--- src/rtl/ccg_vector_sequencer.sv ---
// ccg_vector_sequencer
// Drives a 7-input combinational CUT with an exhaustive or LFSR vector
// stream and compacts its 4 outputs into a 16-bit MISR signature.
//
// Ports:
//   clk        single clock, rising edge
//   rst_n      asynchronous active-low reset
//   start      run request, sampled in IDLE and DONE only
//   mode       0 = exhaustive counter, 1 = 7-bit LFSR (latched with start)
//   x[6:0]     registered CUT input vector
//   f[3:0]     CUT outputs, combinational from x
//   busy       high while vectors are being applied
//   done       high once the run has finished
//   signature  MISR contents
//   vec_count  vectors compacted in the current or last run
//
// state | meaning
// IDLE  | after reset, waiting for start
// RUN   | one vector applied and compacted per cycle
// DONE  | run complete, results held, start restarts

module ccg_vector_sequencer #(
   parameter int unsigned N_VECT    = 128,
   parameter logic [6:0]  LFSR_SEED = 7'h01,
   parameter logic [15:0] MISR_SEED = 16'h0000
) (
   input  logic        clk,
   input  logic        rst_n,
   input  logic        start,
   input  logic        mode,
   output logic [6:0]  x,
   input  logic [3:0]  f,
   output logic        busy,
   output logic        done,
   output logic [15:0] signature,
   output logic [15:0] vec_count
);

   typedef enum logic [1:0] {
      IDLE = 2'd0,
      RUN  = 2'd1,
      DONE = 2'd2
   } state_t;

   localparam logic [15:0] LAST_CNT  = 16'(N_VECT - 1);
   // An all-zero LFSR would lock up, so a zero seed is promoted to 1.
   localparam logic [6:0]  LFSR_INIT = (LFSR_SEED == 7'h00) ? 7'h01 : LFSR_SEED;
   // MISR feedback taps: s[15], s[13], s[12], s[10].
   localparam logic [15:0] MISR_TAPS = 16'hB400;

   state_t      state_q, state_d;
   logic [6:0]  x_q, x_d;
   logic        busy_q, busy_d;
   logic        done_q, done_d;
   logic [15:0] sig_q, sig_d;
   logic [15:0] cnt_q, cnt_d;
   logic        mode_q, mode_d;
   logic        misr_fb;

   always_comb begin
      state_d = state_q;
      x_d     = x_q;
      busy_d  = busy_q;
      done_d  = done_q;
      sig_d   = sig_q;
      cnt_d   = cnt_q;
      mode_d  = mode_q;
      misr_fb = ^(sig_q & MISR_TAPS);

      case (state_q)
         IDLE, DONE: begin
            if (start) begin
               state_d = RUN;
               mode_d  = mode;
               x_d     = mode ? LFSR_INIT : 7'h00;
               sig_d   = MISR_SEED;
               cnt_d   = 16'h0000;
               busy_d  = 1'b1;
               done_d  = 1'b0;
            end
         end
         RUN: begin
            // The vector currently on x is compacted at this edge.
            sig_d = {sig_q[14:0], misr_fb} ^ {12'h000, f};
            cnt_d = cnt_q + 16'd1;
            if (cnt_q == LAST_CNT) begin
               state_d = DONE;
               busy_d  = 1'b0;
               done_d  = 1'b1;
            end else if (mode_q) begin
               x_d = {x_q[5:0], x_q[6] ^ x_q[5]};
            end else begin
               x_d = x_q + 7'd1;
            end
         end
         default: begin
            state_d = IDLE;
            busy_d  = 1'b0;
            done_d  = 1'b0;
         end
      endcase
   end

   always_ff @(posedge clk or negedge rst_n) begin
      if (!rst_n) begin
         state_q <= IDLE;
         x_q     <= 7'h00;
         busy_q  <= 1'b0;
         done_q  <= 1'b0;
         sig_q   <= 16'h0000;
         cnt_q   <= 16'h0000;
         mode_q  <= 1'b0;
      end else begin
         state_q <= state_d;
         x_q     <= x_d;
         busy_q  <= busy_d;
         done_q  <= done_d;
         sig_q   <= sig_d;
         cnt_q   <= cnt_d;
         mode_q  <= mode_d;
      end
   end

   assign x         = x_q;
   assign busy      = busy_q;
   assign done      = done_q;
   assign signature = sig_q;
   assign vec_count = cnt_q;

endmodule

--- config.mk ---
export PLATFORM = sky130hd
export DESIGN_NAME = ccg_vector_sequencer
export DESIGN_NICKNAME = d
export VERILOG_FILES = /design/src/rtl/ccg_vector_sequencer.sv
export SDC_FILE = /design/constraint.sdc
export NUM_CORES = 1
export LEC_CHECK = 0
export ABC_AREA = 1
export CORE_MARGIN = 5
export CORE_UTILIZATION = 25
export CTS_CLUSTER_DIAMETER = 100
export DETAILED_ROUTE_END_ITERATION = 10
export GPL_ROUTABILITY_DRIVEN = 1
export HOLD_SLACK_MARGIN = 0.1
export MAX_ROUTING_LAYER = met4
export SLEW_MARGIN = 20
export SYNTH_ARGS = -nofsm -noshare
export SYNTH_HDL_FRONTEND = slang
export SYNTH_SLANG_ARGS = --single-unit
--- constraint.sdc ---
create_clock -name clk -period 1.9 [get_ports clk]
set_input_delay 0.38 -clock clk [delete_from_list [all_inputs] [get_ports clk]]
set_output_delay 0.38 -clock clk [all_outputs]
set_load 0.005 [all_outputs]
==> results.md <==
- The initial detailed-routing violation count is just under 80.
- The synthesized netlist contains 26 unique library cells.
- The worst setup path is of the reg -> out kind.
- The number of clock sinks is 43.
- The overall global routing resource usage is 0.113.
- The least setup slack across all paths after layout is about 0.17 ns.
- The area of the die is around 11000 um2.
- Detailed placement ended at an HPWL of about 4.2 mm.
- The largest total area in the synthesized netlist belongs to sky130_fd_sc_hd__dfrtp_1.
- At the pin with the least slew margin, the transition time is 0.377 ns.
- From synthesis to final layout, the design area changed by 33.4%.
- The detailed-route DRC error count is 0.
- The routed layout has a little over 2000 vias.
- The synthesized design contains 43 register bits.
- The total power divided by cell area is about 1500 nW/um2.
- In the finished design, the share of the clock period the worst path needs comes to 0.910.
- Grouping stages by cell kind, the critical path spends the most delay in buffers and inverters.
- The initial utilization of the core area, before any placement, comes to 0.257.
- Global routing finished with a remaining overflow of 0.
- After detailed routing, the average wire length per cell comes to 12.7 um.
- The net count of the finished layout is around 360.
- The clock passes through at most 2 buffers.
- The total of max-cap violations is 0.
- The H-tree depth is 2.
- Setup repair after global routing left no endpoint under its margin.
- The post-CTS clock slew at the launch and capture registers of the worst setup and hold paths is approximately 0.080 ns.
- Traced cell by cell, the critical path runs through clkdlybuf4s50_1.
- The via count normalized by instance count is 4.58.
- The post-placement worst setup slack is between 0.15 and 0.2 ns.
- At the end of routability-driven placement, the weighted congestion stood at approximately 0.84.
- The clock root buffer master is sky130_fd_sc_hd__clkbuf_8.
- For the final database, setup skew stands at a little under 0.004 ns.
- For this run, the top clock speed supported by timing is between 500 and 600 MHz.
- The flow ran to the end, and the final reports show no timing, DRC or antenna violations.
- The number of global-route vias before repair is 2089.
- The first global-routing pass estimated 10.0 mm of wire.
- The number of standard cells in the final layout excluding fillers is approximately 450.
- The critical path buffer and inverter count is 1.
- The critical path launch point type is a flop.
- The CTS tree is built.
- The number of hold violations in the final report is 0.
- Sorting the synthesized cells by area gives the leading types as sky130_fd_sc_hd__dfrtp_1 48%, sky130_fd_sc_hd__nand2_1 13%, sky130_fd_sc_hd__inv_1 6.5%, sky130_fd_sc_hd__nand3_1 6.2%, sky130_fd_sc_hd__nor2_1 4.3%.
- The worst setup path is captured at an output port.
- The count of standard-cell rows is 34.
- The first detailed-routing pass ran for 4 iterations.
- The instance count of the mapped netlist is 291.
- The total length of routed wires is a little under 6 mm.
- The fraction of the core area covered by cells at the end of the flow is 0.343.
- The pin count of the biggest net entering global routing is 41.
- Setup violations remaining at the end of the flow were counted as 0.
- The remaining number of nets flagged by the antenna check after routing is 0.
- The slowest stage of the critical path belongs to the cell sky130_fd_sc_hd__clkdlybuf4s50_1.
- The later-pin clock latency in the skew report is 0.30 ns.
- The setup check on the worst reg-to-reg path leaves a slack of 0.22 ns.
- Measured along the x axis, the die boundary spans roughly 100 um.
- The post-route minimum period is approximately 1.7 ns.
- The arrival time of data at the critical path endpoint is ~1.4 ns.
- In this run the critical register-to-register path is launched from vec_count[0]$_DFFE_PN0P_.
- During synthesis, Yosys emitted a total of 0 warnings.
- The number of antenna violations at the first check in global routing was 0.
- The reg-to-reg endpoint is x[1]$_DFFE_PN0P_.
- In this run, placement finished with an instance count of roughly 450.
- In this run the worst path has a maximum fanout of 8.
- The post-route total power is roughly 4.5 mW.
- For this design the top-level I/O count stands at 49.
- The largest vdd supply drop is 0.642 mV.
- Of the synthesized area, sequential elements account for 0.478.
- The min-delay analysis places its worst path in the category in -> async.
- After synthesis the cells add up to approximately 2300 um2.
- In this run the standard cell core region covers ~8800 um2.
- For the worst setup path, the data required time is 1.52 ns.
- The total of buffers placed on input and output ports is 48.
- On the worst path, the slowest cell contributes a delay of about 0.56 ns.
- The analysis attributes to cell leakage a power of about 1.4 nW.
- Dividing the synthesized area by the synthesized cell count gives around 7.7 um2.
- The worst pin sits at a relative slew slack of 0.747.
- The post-synthesis net count is around 300.
- The startpoint of the worst setup timing path is vec_count[7]$_DFFE_PN0P_.
- The number of pins with negative max-slew slack in the final report came to 0.
- The total inserted antenna cells is 0.
- The area share of the largest cell type after synthesis is 0.478.
- The fraction of final layout cells sized beyond drive strength 1 is 0.0694.
- The total clock buffers created by CTS is 5.
- The overall die height is between 100 and 150 um.
- The depth of the most critical reg-to-reg path is 8.
- The number of buffers inserted to repair setup after CTS is 0.
- In the final timing run, aggregate negative setup slack is 0 ns.
-- metrics by stage --
step | instance area, um2 | hold WS (ns)
final | 3000 | 0.417
after global routing | 3000 | 0.424
after CTS | 3000 | 0.414
after detailed placement | 2860 | 0.204
after global placement | 2860 | 0.203
after floorplan | 2250 | 0.0844
-- worst reg2reg max path, stage by stage, from the launching register on --
cell	delay (ns)
sky130_fd_sc_hd__dfrtp_2	0.43
sky130_fd_sc_hd__ha_1	0.20
sky130_fd_sc_hd__nand3_1	0.17
sky130_fd_sc_hd__nor2_1	0.20
sky130_fd_sc_hd__nand2_1	0.10
sky130_fd_sc_hd__nand2_2	0.22
sky130_fd_sc_hd__nand2_1	0.13
sky130_fd_sc_hd__nand2_1	0.08
sky130_fd_sc_hd__nand2_1	0.05
-- where the power goes --
| part | internal [mW] | switching (mW) |
|---|---|---|
| combinational | 1.05 | 0.816 |
| sequential | 1.29 | 0.449 |
| clock | 0.524 | 0.329 |
| total | 2.87 | 1.59 |
-- registers in the layout, indices dropped and copies added, names as in the netlist --
register   cells
signature     16
done           1
vec_count     16
state_q        1
x              7
mode_q         1
busy           1
-- placed cells by master (no fill, tap or decap), types with 2 or more instances in the layout --
cell | synthesis | final
sky130_fd_sc_hd__a21oi_1 | 8 | 8
sky130_fd_sc_hd__buf_4 | 0 | 3
sky130_fd_sc_hd__bufinv_16 | 0 | 2
sky130_fd_sc_hd__clkbuf_8 | 0 | 5
sky130_fd_sc_hd__clkdlybuf4s50_1 | 0 | 47
sky130_fd_sc_hd__dfrtp_1 | 43 | 42
sky130_fd_sc_hd__ha_1 | 2 | 2
sky130_fd_sc_hd__inv_1 | 39 | 39
sky130_fd_sc_hd__inv_2 | 3 | 3
sky130_fd_sc_hd__nand2_1 | 80 | 80
sky130_fd_sc_hd__nand3_1 | 28 | 28
sky130_fd_sc_hd__nand4_1 | 4 | 4
sky130_fd_sc_hd__nor2_1 | 26 | 26
sky130_fd_sc_hd__nor2_2 | 2 | 2
sky130_fd_sc_hd__nor3_1 | 2 | 2
sky130_fd_sc_hd__o21ai_0 | 18 | 18
sky130_fd_sc_hd__o22ai_1 | 15 | 15
sky130_fd_sc_hd__xnor2_1 | 3 | 3
sky130_fd_sc_hd__xor2_1 | 3 | 3
-- per-layer routing --
| layer | up-vias | GRT usage | routed length, um |
|---|---|---|---|
| met2 | 67 | 0.181 | 2680 |
| met1 | 963 | 0.142 | 2680 |
| li1 | 1041 | - | - |
| met3 | 8 | 0.0247 | 301 |
| met5 | - | - | 0 |
| met4 | 0 | 0.0374 | 99 |
-- cells by family (layout without fill, tap and decap cells) --
logic type | after synthesis | in the layout | share of synthesized area
compound gates | 44 | 44 | 0.108
xor+xnor | 6 | 6 | 0.0234
fa+ha+maj | 2 | 2 | 0.0111
buf+inv | 49 | 104 | 0.0945
flops | 43 | 43 | 0.478
mux | 1 | 1 | 0.00445
simple gates | 146 | 146 | 0.280
-- worst max-delay path by stage --
stage | to | slack, ns | cells past startpoint
CTS | vec_count[7] | 0.16 | 1
global placement | vec_count[6]$_DFFE_PN0P_ | 0.19 | 7
detailed placement | signature[12]$_DFFE_PN0P_ | 0.18 | 7
finish | vec_count[7] | 0.17 | 1
global route | x[1]$_DFFE_PN0P_ | 0.04 | 8
floorplan | vec_count[14]$_DFFE_PN0P_ | 0.55 | 8
-- Yosys cell counts --
library cell,instances
sky130_fd_sc_hd__o22ai_1,15
sky130_fd_sc_hd__nor3_1,2
sky130_fd_sc_hd__nand2_1,80
sky130_fd_sc_hd__o21ai_1,1
sky130_fd_sc_hd__nand2_2,1
sky130_fd_sc_hd__nand3_1,28
sky130_fd_sc_hd__a22oi_1,1
sky130_fd_sc_hd__nor2_1,26
sky130_fd_sc_hd__xor2_1,3
sky130_fd_sc_hd__ha_1,2
sky130_fd_sc_hd__xnor2_1,3
sky130_fd_sc_hd__inv_2,3
sky130_fd_sc_hd__buf_2,3
sky130_fd_sc_hd__dfrtp_1,43
sky130_fd_sc_hd__buf_6,3
sky130_fd_sc_hd__nor3_4,1
sky130_fd_sc_hd__nor2_4,1
sky130_fd_sc_hd__mux2i_1,1
sky130_fd_sc_hd__nor2_2,2
sky130_fd_sc_hd__o21ai_0,18
sky130_fd_sc_hd__a21oi_1,8
sky130_fd_sc_hd__o21bai_1,1
sky130_fd_sc_hd__nand4_1,4
sky130_fd_sc_hd__nand2_4,1
sky130_fd_sc_hd__inv_1,39
sky130_fd_sc_hd__inv_4,1
-- final cells by class --
| type | instances | area [um2] |
|---|---|---|
| tap | 108 | 135 |
| clock inverter | 3 | 67.6 |
| clock buffer | 5 | 68.8 |
| fill | 920 | 5760 |
| multi-input combinational | 199 | 962 |
| timing repair buffer | 53 | 528 |
| sequential | 43 | 1080 |
| inverter | 43 | 164 |
-- timing repair --
action / CTS / global route
setup endpoints to repair: 0 / 2
gates resized for setup: 0 / 1
hold buffers: 1 / 0
endpoints found under the hold margin: 3 / 0
Note: power is estimated with default switching activity, not from simulation.
